### config.mk
export PLATFORM = sky130hd
export DESIGN_NAME = button_arbiter
export DESIGN_NICKNAME = d
export VERILOG_FILES = /design/src/rtl/controls_pkg.sv /design/src/rtl/button_channel.sv /design/src/rtl/button_arbiter.sv
export SDC_FILE = /design/constraint.sdc
export NUM_CORES = 1
export LEC_CHECK = 0
export ABC_AREA = 1
export CORE_UTILIZATION = 40
export CTS_BUF_LIST = sky130_fd_sc_hd__clkbuf_8
export CTS_CLUSTER_DIAMETER = 120
export CTS_CLUSTER_SIZE = 40
export DETAILED_ROUTE_END_ITERATION = 12
export SETUP_SLACK_MARGIN = 0.15
export SLEW_MARGIN = 15
export SYNTH_ARGS = -nofsm -noshare
export SYNTH_HDL_FRONTEND = slang
export SYNTH_SLANG_ARGS = --single-unit
### constraint.sdc
create_clock -name clk -period 5.1 [get_ports clk]
set_clock_uncertainty 0.15 [all_clocks]
set_input_delay 1.02 -clock clk [delete_from_list [all_inputs] [get_ports clk]]
set_output_delay 1.02 -clock clk [all_outputs]
set_load 0.005 [all_outputs]
### src/rtl/controls_pkg.sv
// Shared types and constants for the front-panel button conditioner.
package controls_pkg;

    typedef enum logic [1:0] {
        IDLE,
        WAIT,
        RPT
    } rpt_state_t;

    localparam int DEF_N_CH            = 5;
    localparam int DEF_DEBOUNCE_CYCLES = 4;
    localparam int DEF_REPEAT_DELAY    = 32;
    localparam int DEF_REPEAT_RATE     = 8;
    localparam int DEF_MAX_ACTIVE      = 1;
    localparam int DEF_START_DELAY     = 2;

    // Bit positions within the select vector for the default channel map.
    localparam int SEL_MOVE     = 0;
    localparam int SEL_AIM      = 1;
    localparam int SEL_SHOOT    = 2;
    localparam int SEL_NEW_GAME = DEF_N_CH;

    function automatic int max2(input int a, input int b);
        return (a > b) ? a : b;
    endfunction

endpackage

### src/rtl/button_channel.sv
// One button lane: 2-FF synchroniser, debounce, rise detect and hold-to-repeat FSM.
module button_channel
    import controls_pkg::*;
#(
    parameter int DEBOUNCE_CYCLES = DEF_DEBOUNCE_CYCLES,
    parameter int REPEAT_DELAY    = DEF_REPEAT_DELAY,
    parameter int REPEAT_RATE     = DEF_REPEAT_RATE
) (
    input  logic clk,
    input  logic reset,
    input  logic btn,
    input  logic repeat_en,
    input  logic conflict,
    output logic held,
    output logic pq
);

    localparam int DW = (DEBOUNCE_CYCLES > 1) ? $clog2(DEBOUNCE_CYCLES) : 1;
    localparam int RW = $clog2(max2(REPEAT_DELAY, REPEAT_RATE) + 1);
    localparam logic [DW-1:0] DB_LAST = DW'(DEBOUNCE_CYCLES - 1);
    localparam logic [RW-1:0] RD_LOAD = RW'(REPEAT_DELAY - 1);
    localparam logic [RW-1:0] RR_LOAD = RW'(REPEAT_RATE - 1);

    logic          s1, s2;
    logic [DW-1:0] cnt, cnt_nxt;
    logic          held_nxt, rise, fall;
    rpt_state_t    state, state_nxt;
    logic [RW-1:0] rcnt, rcnt_nxt;
    logic          conflict_q, tick;

    always_comb begin
        held_nxt = held;
        cnt_nxt  = cnt;
        if (s2 == held) begin
            cnt_nxt = '0;
        end else if (cnt == DB_LAST) begin
            held_nxt = s2;
            cnt_nxt  = '0;
        end else begin
            cnt_nxt = cnt + 1'b1;
        end
    end

    assign rise = held_nxt & ~held;
    assign fall = ~held_nxt & held;

    // A tick coinciding with release is suppressed so no pulse trails the fall.
    always_comb begin
        state_nxt = state;
        rcnt_nxt  = rcnt;
        tick      = 1'b0;
        if (fall || !repeat_en || conflict) begin
            state_nxt = IDLE;
            rcnt_nxt  = '0;
        end else begin
            case (state)
                IDLE: begin
                    if (rise || (held && conflict_q)) begin
                        state_nxt = WAIT;
                        rcnt_nxt  = RD_LOAD;
                    end
                end
                WAIT, RPT: begin
                    if (rcnt == '0) begin
                        tick      = 1'b1;
                        state_nxt = RPT;
                        rcnt_nxt  = RR_LOAD;
                    end else begin
                        rcnt_nxt = rcnt - 1'b1;
                    end
                end
                default: begin
                    state_nxt = IDLE;
                    rcnt_nxt  = '0;
                end
            endcase
        end
    end

    always_ff @(posedge clk) begin
        if (!reset) begin
            s1         <= 1'b0;
            s2         <= 1'b0;
            cnt        <= '0;
            held       <= 1'b0;
            pq         <= 1'b0;
            state      <= IDLE;
            rcnt       <= '0;
            conflict_q <= 1'b0;
        end else begin
            s1         <= btn;
            s2         <= s1;
            cnt        <= cnt_nxt;
            held       <= held_nxt;
            pq         <= rise | tick;
            state      <= state_nxt;
            rcnt       <= rcnt_nxt;
            conflict_q <= conflict;
        end
    end

endmodule

### src/rtl/button_arbiter.sv
// Front-panel conditioner: per-channel debounce/repeat, conflict suppression,
// delayed new-game pulse and one-hot live-action select.
module button_arbiter
    import controls_pkg::*;
#(
    parameter int N_CH            = DEF_N_CH,
    parameter int DEBOUNCE_CYCLES = DEF_DEBOUNCE_CYCLES,
    parameter int REPEAT_DELAY    = DEF_REPEAT_DELAY,
    parameter int REPEAT_RATE     = DEF_REPEAT_RATE,
    parameter int MAX_ACTIVE      = DEF_MAX_ACTIVE,
    parameter int START_DELAY     = DEF_START_DELAY
) (
    input  logic            clk,
    input  logic            reset,
    input  logic [N_CH-1:0] btn_in,
    input  logic [N_CH-1:0] repeat_en,
    input  logic            start_in,
    output logic [N_CH-1:0] held,
    output logic [N_CH-1:0] pulse_out,
    output logic            conflict,
    output logic            start_pulse,
    output logic [N_CH:0]   select
);

    localparam int PCW = $clog2(N_CH + 1);

    logic [N_CH-1:0]    pq;
    logic [PCW-1:0]     active_cnt;
    logic [START_DELAY:0] start_sr;
    logic               start_q;
    logic               found;

    for (genvar g = 0; g < N_CH; g++) begin : g_ch
        button_channel #(
            .DEBOUNCE_CYCLES(DEBOUNCE_CYCLES),
            .REPEAT_DELAY   (REPEAT_DELAY),
            .REPEAT_RATE    (REPEAT_RATE)
        ) u_ch (
            .clk      (clk),
            .reset    (reset),
            .btn      (btn_in[g]),
            .repeat_en(repeat_en[g]),
            .conflict (conflict),
            .held     (held[g]),
            .pq       (pq[g])
        );
    end

    always_comb begin
        active_cnt = '0;
        for (int i = 0; i < N_CH; i++) begin
            active_cnt = active_cnt + PCW'(held[i]);
        end
    end

    assign conflict  = (int'(active_cnt) > MAX_ACTIVE);
    assign pulse_out = pq & ~{N_CH{conflict}};

    // Extra stage beyond START_DELAY holds the previous value for rise detection.
    always_ff @(posedge clk) begin
        if (!reset) begin
            start_sr <= '0;
            start_q  <= 1'b0;
        end else begin
            start_sr <= {start_sr[START_DELAY-1:0], start_in};
            start_q  <= start_sr[START_DELAY-1] & ~start_sr[START_DELAY];
        end
    end

    assign start_pulse = start_q & ~(|held);

    always_comb begin
        select = '0;
        found  = 1'b0;
        if (!conflict) begin
            for (int i = 0; i < N_CH; i++) begin
                if (held[i] && !found) begin
                    select[i] = 1'b1;
                    found     = 1'b1;
                end
            end
            if (!found && start_pulse) begin
                select[N_CH] = 1'b1;
            end
        end
    end

endmodule

==> qor.csv <==
metric,value,unit
status,"finished, final reports clean",
dpl_worst_slack,1260,ps
setup_viol,0,
pwr-share-clk,44.4,%
num_vias,3566,
dp_hpwl,6270,µm
dp.cells,742,
fill_cells,1000,
first_iter_violations,118,
layout_common_cells,"nand2_1 (161), inv_1 (81), dfxtp_1 (75), nor2_1 (51), nand3_1 (36)",
final_common_cell,nand2_1,
antenna_found_initial,0,
power.internal,0.893,mW
viasPerCell,4.70,
leakagePower,2.02,nW
vdd_drop_max,0.000109,V
globalplace.congestion,0.815,
setup_ws,875,ps
hold_viol,0,
fp.dieW,105,µm
synth_cells,585,
gr-total-overflow,0,
num_io_pins,31,
cp-start-kind,flip-flop,
htreeDepth,3,
grt_pass1_vias,3380,
ys_warn_count,0,
routed_wl,8510,µm
grt_pass1_wl,14900,µm
period_needed,4220,ps
routedWlPerCell,11.2,µm
cp_max_fo,17,
synth_edf_count,0,
slowest_stage,clkdlybuf4s50_1,
endpoint_kind,output pin,
worstMarginPinSlew,393,ps
grtUsageMet1,22.0,%
crit_buf_inv,4,
p_switching,0.245,mW
cts-root-buf,clkbuf_8,
syn_to_final_growth,14.9,%
antenna_cells,0,
clkSinkCount,75,
post-cts-setup-buffers,0,
clk_latency,350,ps
die_y,105,µm
hold_path.class,flip-flop to flip-flop,
seq_power_share,52.2,%
synth_fp_nets,631,
power.share.switching,21.5,%
grt.busiest_layer,met2,
cts_buffers,9,
cts_buffer_depth,2,
yosysUniqueCellTypes,27,
ant_nets,0,
fin_crit_sh,82.8,%
cts_tree,built,
rsz0062_at_grt,false,
critPathTopFamily,buffers and inverters,
worstSetupPathType,flip-flop to output pin,
p_comb_share,3.4,%
synthArstFlopShare,0,%
power,1.14,mW
rows,37,
crit_required,3930,ps
slew_violations,0,
use_met2,27.0,%
finish.instance_area,4880,µm²
path_clk_slew,70,ps
firstDrtPassIters,4,
yosysSeqAreaShare,35.3,%
max-cap-violations,0,
floorplan.initialDensity,41.1,%
fin_cells,758,
tns,0,ps
synth_ff_type,dfxtp_1,
cp.arrival,3050,ps
syn_avg_cell_area,7.26,µm²
crit_path_cell_trace,inv_1 -> fa_1 -> inv_1 -> ha_1 -> nand2_1 -> nand2_2 -> nor2_4 -> inv_4 -> nor4_1 -> clkdlybuf4s50_1,
synth-seq-cells,75,
drive_above_1_share,13.3,%
max_freq,237,MHz
maxSlewHeadroom,73.5,%
netlist_area,4250,µm²
dieArea,11000,µm²
grt_usage,16.9,%
core-area,10300,µm²
port-buffer-count,30,
fin_nets,663,
grtUsageMet3,3.56,%
crit_top_cell,inv_1,
power-per-cell-area,233,nW/µm²
cts_hold_buffers,0,
ctsResizeCount,0,
drc,0,
cpPeakStageDelay,590,ps
grt_max_degree,26,
placed_cell_area,4660,µm²
worst paths after layout:
| path | startpoint | endpoint | slack, ps | cells past startpoint |
|---|---|---|---|---|
| worst max-delay path | g_ch[1].u_ch.held$_SDFF_PN0_ | select[3] | 880 | 10 |
| worst min-delay path | start_sr[2]$_SDFF_PN0_ | start_q$_SDFF_PN0_ | 230 | 1 |
| worst max register to register | g_ch[1].u_ch.held$_SDFF_PN0_ | g_ch[2].u_ch.rcnt[5]$_SDFFE_PP0P_ | 2670 | 11 |
| worst min register to register | start_sr[2]$_SDFF_PN0_ | start_q$_SDFF_PN0_ | 230 | 1 |
cell usage after synthesis, types with 3 or more instances:
cell,number,area [µm²]
inv_1,79,297
nand3_2,5,50.1
nor2_4,11,124
nand2_2,3,18.8
nand2_1,161,604
a21oi_1,22,110
a21oi_2,31,272
buf_4,6,45.0
dfxtp_1,75,1500
nand3_1,36,180
inv_2,8,30.0
or2_2,4,25.0
nor3_1,3,15.0
o211ai_1,6,45.0
nor2_1,51,191
nand4_1,8,50.1
ha_1,32,400
nand3b_1,7,52.6
o21ai_0,22,110
nand2_4,5,56.3
layout make-up:
cell class | instances | area [µm²] | area share [%]
Multi-Input combinational cell | 412 | 2350 | 48.2
Sequential cell | 75 | 1500 | 30.8
Inverter | 88 | 333 | 6.82
Timing Repair Buffer | 31 | 308 | 6.30
Tap cell | 136 | 170 | 3.49
Clock buffer | 10 | 138 | 2.82
Clock inverter | 6 | 81.3 | 1.67
kinds of logic after synthesis:
logic type	synth area share, %
fa+ha+maj	9.90
buf+inv	9.31
simple gates	32.5
compound gates	12.8
xor+xnor	0.206
flops	35.3
registers in the layout, summed over array words and instances, names as in the netlist:
| register | cells |
|---|---|
| g_ch.u_ch.s1 | 5 |
| g_ch.u_ch.s2 | 5 |
| start_sr | 3 |
| g_ch.u_ch.state | 10 |
| g_ch.u_ch.pq | 5 |
| g_ch.u_ch.held | 5 |
| g_ch.u_ch.rcnt | 30 |
| g_ch.u_ch.conflict_q | 1 |
| start_q | 1 |
| g_ch.u_ch.cnt | 10 |
power by group through the flow:
stage          registers (mW)  clock network, mW  logic [mW]
2_1_floorplan           0.607                  0      0.0233
3_3_place_gp            0.608                  0      0.0390
3_5_place_dp            0.608                  0      0.0395
4_1_cts                 0.594              0.526      0.0395
5_1_grt                 0.595              0.550      0.0429
6_report                0.594              0.505      0.0386
routing by layer:
metal	vias up	wire length, µm	part of all wire, %
met5	-	0	0
met4	0	161	1.9
met3	11	195	2.3
met2	32	3780	44
met1	1610	4380	51
li1	1913	-	-
per-stage QoR:
| step | util (%) | hold WS, ps |
|---|---|---|
| detailed placement | 45.2 | 225 |
| floorplan | - | 218 |
| finish | 47.3 | 234 |
| CTS | 47.3 | 236 |
| global placement | 45.2 | 227 |
| global route | 47.3 | 248 |
worst register-to-register path: stages, from the launching register on:
cell	delay, ps
dfxtp_1	440
inv_1	150
fa_1	520
inv_1	40
ha_1	270
nand2_1	70
nand2_2	60
nor2_4	110
inv_4	130
nor2_4	170
nand2_4	120
a21oi_2	140
(Power assumes the default switching activity.)
